[src/rtl/addsub_pkg.sv]
// Shared definitions for the nibble-serial adder/subtractor: FSM state
// encodings, the nibble width and a helper that sizes the nibble index.
package addsub_pkg;

  localparam int NIB_W = 4;

  typedef enum logic [1:0] {
    ST_IDLE = 2'd0,
    ST_RUN  = 2'd1,
    ST_DONE = 2'd2
  } state_e;

  // Index width for n nibbles: ceil(log2(n)), never less than one bit.
  function automatic int idx_width(input int n);
    return (n > 1) ? $clog2(n) : 1;
  endfunction

endpackage

[src/rtl/nibble_addsub4.sv]
// One 4-bit slice of the serial adder/subtractor. B is conditionally
// inverted by sub; the carry-in is explicit so slices chain across cycles.
// c3 is the carry into bit 3, needed for the signed-overflow flag.
module nibble_addsub4
  import addsub_pkg::*;
(
  input  logic [NIB_W-1:0] a,
  input  logic [NIB_W-1:0] b,
  input  logic             sub,
  input  logic             cin,
  output logic [NIB_W-1:0] sum,
  output logic             c3,
  output logic             cout
);

  logic [NIB_W-1:0] b_x;
  logic [3:0]       low;   // bits 2:0 plus carry into bit 3
  logic [1:0]       high;  // bit 3 plus carry out

  // Add the lower three bits separately so the carry into the MSB is visible.
  always_comb begin
    b_x  = b ^ {NIB_W{sub}};
    low  = {1'b0, a[2:0]} + {1'b0, b_x[2:0]} + {3'b000, cin};
    high = {1'b0, a[3]} + {1'b0, b_x[3]} + {1'b0, low[3]};
    sum  = {high[0], low[2:0]};
    c3   = low[3];
    cout = high[1];
  end

endmodule

[src/rtl/serial_addsub8.sv]
// Nibble-serial adder/subtractor. Operands are latched on accept, then one
// nibble per cycle is processed LSB first through a single 4-bit slice, with
// the carry held in a register between cycles. The result is held in DONE
// until the downstream handshake.
module serial_addsub8
  import addsub_pkg::*;
#(
  parameter int N_NIB = 2
) (
  input  logic                   clk,
  input  logic                   rst_n,
  input  logic                   in_valid,
  output logic                   in_ready,
  input  logic [NIB_W*N_NIB-1:0] in_a,
  input  logic [NIB_W*N_NIB-1:0] in_b,
  input  logic                   in_sub,
  output logic                   out_valid,
  input  logic                   out_ready,
  output logic [NIB_W*N_NIB-1:0] out_res,
  output logic                   out_carry,
  output logic                   out_ovf,
  output logic                   out_zero
);

  localparam int W     = NIB_W * N_NIB;
  localparam int IDX_W = idx_width(N_NIB);
  localparam logic [IDX_W-1:0] LAST_IDX = IDX_W'(N_NIB - 1);

  state_e           state_q, state_d;
  logic [IDX_W-1:0] idx_q,   idx_d;
  logic             carry_q, carry_d;
  logic [W-1:0]     a_q,     a_d;
  logic [W-1:0]     b_q,     b_d;
  logic             sub_q,   sub_d;
  logic [W-1:0]     res_q,   res_d;
  logic             cflag_q, cflag_d;
  logic             ovf_q,   ovf_d;
  logic             zero_q,  zero_d;
  // Goes high on the first edge after reset release; gates in_ready so the
  // block never advertises readiness while held in reset.
  logic             live_q;

  logic [NIB_W-1:0] nib_a, nib_b, nib_sum;
  logic             nib_c3, nib_cout;

  assign nib_a = a_q[idx_q*NIB_W +: NIB_W];
  assign nib_b = b_q[idx_q*NIB_W +: NIB_W];

  nibble_addsub4 u_nib (
    .a    (nib_a),
    .b    (nib_b),
    .sub  (sub_q),
    .cin  (carry_q),
    .sum  (nib_sum),
    .c3   (nib_c3),
    .cout (nib_cout)
  );

  assign in_ready  = live_q && (state_q == ST_IDLE);
  assign out_valid = (state_q == ST_DONE);
  assign out_res   = res_q;
  assign out_carry = cflag_q;
  assign out_ovf   = ovf_q;
  assign out_zero  = zero_q;

  // Next-state, operand capture and per-nibble datapath update.
  always_comb begin
    // NOTE: every variable gets a default here first, so no path through
    // the case can leave one unassigned and infer a latch.
    state_d = state_q;
    idx_d   = idx_q;
    carry_d = carry_q;
    a_d     = a_q;
    b_d     = b_q;
    sub_d   = sub_q;
    res_d   = res_q;
    cflag_d = cflag_q;
    ovf_d   = ovf_q;
    zero_d  = zero_q;

    unique case (state_q)
      ST_IDLE: begin
        if (in_valid && in_ready) begin
          a_d     = in_a;
          b_d     = in_b;
          sub_d   = in_sub;
          idx_d   = '0;
          carry_d = in_sub;  // the +1 of two's-complement negation
          res_d   = '0;
          state_d = ST_RUN;
        end
      end
      ST_RUN: begin
        res_d[idx_q*NIB_W +: NIB_W] = nib_sum;
        carry_d = nib_cout;
        if (idx_q == LAST_IDX) begin
          idx_d   = '0;  // index never exceeds N_NIB-1
          cflag_d = nib_cout;
          ovf_d   = nib_c3 ^ nib_cout;
          zero_d  = (res_d == '0);
          state_d = ST_DONE;
        end else begin
          idx_d = idx_q + IDX_W'(1);
        end
      end
      ST_DONE: begin
        if (out_ready) state_d = ST_IDLE;
      end
      default: state_d = ST_IDLE;
    endcase
  end

  // State and datapath registers; reset clears everything so an aborted
  // operation leaves no visible trace.
  always_ff @(posedge clk or negedge rst_n) begin
    if (!rst_n) begin
      state_q <= ST_IDLE;
      idx_q   <= '0;
      carry_q <= 1'b0;
      a_q     <= '0;
      b_q     <= '0;
      sub_q   <= 1'b0;
      res_q   <= '0;
      cflag_q <= 1'b0;
      ovf_q   <= 1'b0;
      zero_q  <= 1'b0;
      live_q  <= 1'b0;
    end else begin
      // NOTE: non-blocking assignments so every register samples the values
      // computed from the previous state, independent of statement order.
      state_q <= state_d;
      idx_q   <= idx_d;
      carry_q <= carry_d;
      a_q     <= a_d;
      b_q     <= b_d;
      sub_q   <= sub_d;
      res_q   <= res_d;
      cflag_q <= cflag_d;
      ovf_q   <= ovf_d;
      zero_q  <= zero_d;
      live_q  <= 1'b1;
    end
  end

endmodule

[config.mk]
export PLATFORM = sky130hd
export DESIGN_NAME = serial_addsub8
export DESIGN_NICKNAME = d
export VERILOG_FILES = /design/src/rtl/addsub_pkg.sv /design/src/rtl/nibble_addsub4.sv /design/src/rtl/serial_addsub8.sv
export SDC_FILE = /design/constraint.sdc
export NUM_CORES = 1
export LEC_CHECK = 0
export CAP_MARGIN = 15
export CORE_ASPECT_RATIO = 1.4
export CORE_MARGIN = 10
export CORE_UTILIZATION = 40
export DETAILED_ROUTE_END_ITERATION = 8
export PLACE_DENSITY = 0.66
export SYNTH_ARGS = -nofsm -noshare
export SYNTH_HDL_FRONTEND = slang
export SYNTH_SLANG_ARGS = --single-unit
[constraint.sdc]
create_clock -name clk -period 3.95 [get_ports clk]
set_input_delay 0.79 -clock clk [delete_from_list [all_inputs] [get_ports clk]]
set_output_delay 0.79 -clock clk [all_outputs]
set_load 0.1 [all_outputs]
==> qor.yml, run 1 <==
antenna_found_initial: 0
area_growth_pct: 29.1
cts_buffers: 5
max-cap-violations: 0
rows: 26
setup_viol: 0
root_buffer: "clkbuf_8"
drive_above_1_share_pct: 10.2
finalSetupTns_ns: 0
die_y_um: 93.7
post_cts_buffers: 0
critical_path_arrival_ns: 2.17
clkTransAtPathRegs_ns: 0.07
wl_per_cell_um: 16.4
netlist-cell-type-count: 35
syn_inst: 122
cp.required_ns: 3.16
initial_core_util_pct: 41.8
grt_pass1_vias: 1156
place_congestion: 0.759
crit_type: "reg -> out"
initialDrtViolationCount: 47
synth_area_um2: 1550
r2r_slack_ns: 1.05
numPortBuffers: 33
yosys-top-cells-count: "33 x dfrtp_1, 14 x mux2_1, 10 x nand2_1, 6 x inv_1, 6 x mux2_2"
startpoint_type: "register"
rsz0062_at_grt: "no"
cts-resized-gates: 0
synth_top_area_share_pct: 53.3
clkSinkCount: 33
diodes: 0
status: "complete, no violations"
ant_nets: 0
ys.flop_type: "dfrtp_1"
yosys.area.top_type: "dfrtp_1"
drt_pre_antenna_iters: 4
cts_hold_buf: 0
yosys_warnings: 0
max_slew_margin_pct: 33.3
cts_htree_levels: 2
hold_violations: 0
nNetsFinal: 183
fin_crit_ns: 2.96
grt_pass1_wl_mm: 5.48
gr-total-overflow: 0
clock.fmax_mhz: 338
ys_seq_elements: 33
report.final.slew_viol_count: 0
grt_max_degree: 34
drc_errors: 0
fin_crit_sh_pct: 74.8
cts_tree: "done"
endpoint_kind: "output port"
yosysSeqAreaShare_pct: 53.3
ioPinCount: 34
clockBufferDepth: 2
fillers: 355
num_vias: 1039
core_area_um2: 3710
worstMarginPinSlew_ns: 0.997
yosysMostFrequentCell: "dfrtp_1"
crit_fanout: 6
syn-num-nets: 148
synth_edf_count: 0
die-area_um2: 6800
clkLatencyLatePin_ns: 0.28
synth_area_per_cell_um2: 12.7
grtUsageTotal_pct: 10.2
min_path_type: "reg -> reg"
dp_hpwl_mm: 2.48
wl_mm: 3.26
routed_via_density: 5.22
synth_area_leaders: "dfrtp_1 53%, mux2_1 10%, mux2_2 4.4%, fa_1 3.9%, mux2i_1 3.2%"
die_x_um: 72.6
async_flop_share_pct: 100
skew_ns: 0.00667
==> cell families after synthesis <==
group | count (synthesis) | share of synthesized area [%]
AO/OA/AOI/OAI | 15 | 7.02
AND/OR/NAND/NOR | 25 | 8.80
flip-flops | 33 | 53.3
other | 1 | 0.242
buffers and inverters | 13 | 4.60
XOR/XNOR | 5 | 2.83
multiplexers | 25 | 17.8
adder cells (fa/ha/maj) | 5 | 5.49
==> stage by stage <==
stage	hold slack [ns]	instances	utilization, %	area [um2]	setup slack (ns)
6_report	0.486	199	53.9	2000	0.995
5_1_grt	0.501	199	53.9	2000	0.853
4_1_cts	0.493	199	53.9	2000	0.970
3_5_place_dp	0.477	192	51.6	1910	1.09
3_3_place_gp	0.465	192	51.6	1910	1.18
2_1_floorplan	0.452	122	-	1550	0.530
==> metal layers <==
metal,GRT usage [%],share of wire (%),vias to the layer above,wire length [um]
li1,-,-,491,-
met1,10.7,38,518,1250
met2,17.8,54,24,1760
met3,3.70,5.5,6,180
met4,4.44,1.9,0,63
met5,0,0,-,0
==> layout by cell type, fill, tap and decap left out, drive strengths merged, types with 2 or more instances in the layout <==
| master | n |
|---|---|
| nand3b | 2 |
| nor3 | 2 |
| inv | 6 |
| a22o | 4 |
| clkdlybuf4s50 | 33 |
| dfrtp | 33 |
| nor3b | 2 |
| mux2 | 20 |
| fa | 3 |
| xor2 | 2 |
| nor2 | 2 |
| nand2 | 10 |
| mux2i | 5 |
| ha | 2 |
| o22ai | 2 |
| o21ai | 3 |
| buf | 2 |
| clkbuf | 7 |
| xnor2 | 3 |
| nand3 | 3 |
==> state kept, by name (all words and copies together) (netlist names) <==
signal     flops
a_q            8
b_q            8
out_res        8
state_q        2
carry_q        1
idx_q          1
live_q         1
out_carry      1
out_ovf        1
out_zero       1
sub_q          1
==> layout make-up <==
| type | count | area [um2] | area share, % |
|---|---|---|---|
| tap | 42 | 52.6 | 2.63 |
| clock buffer | 7 | 86.3 | 4.32 |
| sequential | 33 | 826 | 41.3 |
| multi-input combinational | 76 | 668 | 33.4 |
| timing repair buffer | 35 | 345 | 17.3 |
| inverter | 6 | 22.5 | 1.13 |
==> worst max-delay path, cell delays in order (launching register included) <==
cell	delay, ns
dfrtp_1	0.46
nor3b_1	0.24
clkdlybuf4s50_1	1.17
==> final timing paths <==
kind / start / to / depth (start not counted)
min in group asynchronous: rst_n / idx_q / 2
min reg2reg: b_q[1] / b_q[1] / 1
max reg2reg: idx_q / out_zero / 8
min: b_q[1] / b_q[1] / 1
max in group asynchronous: rst_n / out_res[2] / 2
max: state_q[0] / in_ready / 2
Power of run 1 is left out: the tool's default activity adds up to more than one toggle a clock period on the data nets, which glitch-free logic cannot reach.
==> inputs of run 2 (changes only) <==
--- a/config.mk
+++ b/config.mk
@@ -10,7 +10,7 @@
 export CORE_MARGIN = 10
 export CORE_UTILIZATION = 40
 export DETAILED_ROUTE_END_ITERATION = 8
-export PLACE_DENSITY = 0.66
+export PLACE_DENSITY = 0.68
 export SYNTH_ARGS = -nofsm -noshare
 export SYNTH_HDL_FRONTEND = slang
 export SYNTH_SLANG_ARGS = --single-unit
==> constraint.sdc (replaced) <==
create_clock -name clk -period 2.7 [get_ports clk]
set_input_delay 0.54 -clock clk [delete_from_list [all_inputs] [get_ports clk]]
set_output_delay 0.54 -clock clk [all_outputs]
set_load 0.1 [all_outputs]
==> run 2 against run 1 <==
Design area is 0.44% higher. Via count grew 0.38%. Non-clock buffer count rose by 3. Sequential cell count unchanged. Largest cell class unchanged. Utilization rose by 0.24 points.
==> qor.yml, run 2 (same netlist as run 1, synthesis figures left out) <==
hold_violations: 0
cts_buffers: 5
finalSetupTns_ns: 0
clockBufferDepth: 2
critical_path_arrival_ns: 2.71
drt_pre_antenna_iters: 4
rows: 26
timing.rr.start: "idx_q"
wl_per_cell_um: 16.4
numPortBuffers: 33
startpoint_type: "register"
cts_htree_levels: 2
grt_max_degree: 34
slowest_stage: "fa_1"
clkLatencyLatePin_ns: 0.29
max-cap-violations: 0
die_y_um: 93.7
gr-total-overflow: 0
ioPinCount: 34
die-area_um2: 6800
fin_crit_ns: 2.52
wl_mm: 3.33
skew_ns: 0.00672
nNetsFinal: 186
crit_chain: "mux2i_2 > xor2_1 > fa_1 > nand3b_1 > nand2_1 > fa_1 > nor3_2 > nand2_1 > o31ai_1"
fin_crit_sh_pct: 93.2
report.final.slew_viol_count: 0
clock.fmax_mhz: 397
drive_above_1_share_pct: 24.2
root_buffer: "clkbuf_8"
grt_pass1_vias: 1179
setup.worst_path.start: "idx_q"
initial_core_util_pct: 41.8
drc_errors: 0
cp.required_ns: 2.89
area_growth_pct: 29.6
grtUsageTotal_pct: 10.4
initialDrtViolationCount: 79
cts_hold_buf: 0
place_congestion: 0.767
num_vias: 1043
endpoint_kind: "register"
grt_pass1_wl_mm: 5.70
final_common_cell: "dfrtp_1"
core_area_um2: 3710
cpPeakStageDelay_ns: 0.48
setup_viol: 0
crit_fanout: 6
die_x_um: 72.6
clkTransAtPathRegs_ns: 0.07
ant_nets: 0
hp-start: "a_q[2]"
clkSinkCount: 33
cts_tree: "done"
dp_hpwl_mm: 2.61
diodes: 0
min_path_type: "reg -> reg"
final_cell_mix: "32 x dfrtp_1, 20 x clkdlybuf4s50_1, 18 x buf_4"
crit_type: "reg -> reg"
status: "complete, no violations"
routed_via_density: 5.14
antenna_found_initial: 0
-- run 2: final cells by class --
class	count	area, um2
fill	344	1700
sequential	33	827
multi-input combinational	76	689
timing repair buffer	38	335
clock buffer	6	72.6
tap	42	52.6
inverter	6	22.5
clock inverter	2	10.0
-- run 2: worst max-delay path, delay by kind of cell, from the launching register on --
kind                     cells  cell delay (ns)
AO/OA/AOI/OAI                1             0.20
XOR/XNOR                     1             0.16
adder cells (fa/ha/maj)      2             0.88
flip-flops                   1             0.46
multiplexers                 1             0.17
AND/OR/NAND/NOR              4             0.55
-- run 2: routing by layer --
| metal | share of wire (%) | routed length, um | global-route usage (%) | up-vias |
|---|---|---|---|---|
| li1 | - | - | - | 502 |
| met1 | 40 | 1320 | 11.1 | 501 |
| met2 | 51 | 1690 | 17.5 | 33 |
| met3 | 7.8 | 259 | 4.34 | 7 |
| met4 | 1.7 | 56 | 4.29 | 0 |
| met5 | 0 | 0 | 0 | - |
-- run 2: final timing paths --
check	to	slack [ns]	cells past startpoint
min in group asynchronous	out_res[3]	0.65	2
worst max register to register	out_zero	0.18	9
max in group asynchronous	idx_q	1.72	2
worst max-delay path	out_zero	0.18	9
worst min-delay path	a_q[2]	0.48	1
worst min register to register	a_q[2]	0.48	1
-- run 2: repair_timing --
action,4_1_cts,5_1_grt
setup buffers,0,2
resized for setup,0,5
endpoints found under the setup margin,0,1
-- run 2: through the flow --
step	area, um2	utilization, %	std cells	hold WS, ns	setup WS, ns
6_report	2010	54.2	203	0.483	0.184
3_5_place_dp	1890	51.1	193	0.473	0.0520
3_3_place_gp	1890	51.1	193	0.466	0.154
4_1_cts	1980	53.3	201	0.489	0.0393
2_1_floorplan	1560	-	122	0.244	0.0571
5_1_grt	2010	54.2	203	0.508	-0.00173
Power of run 2 is left out for the same reason.
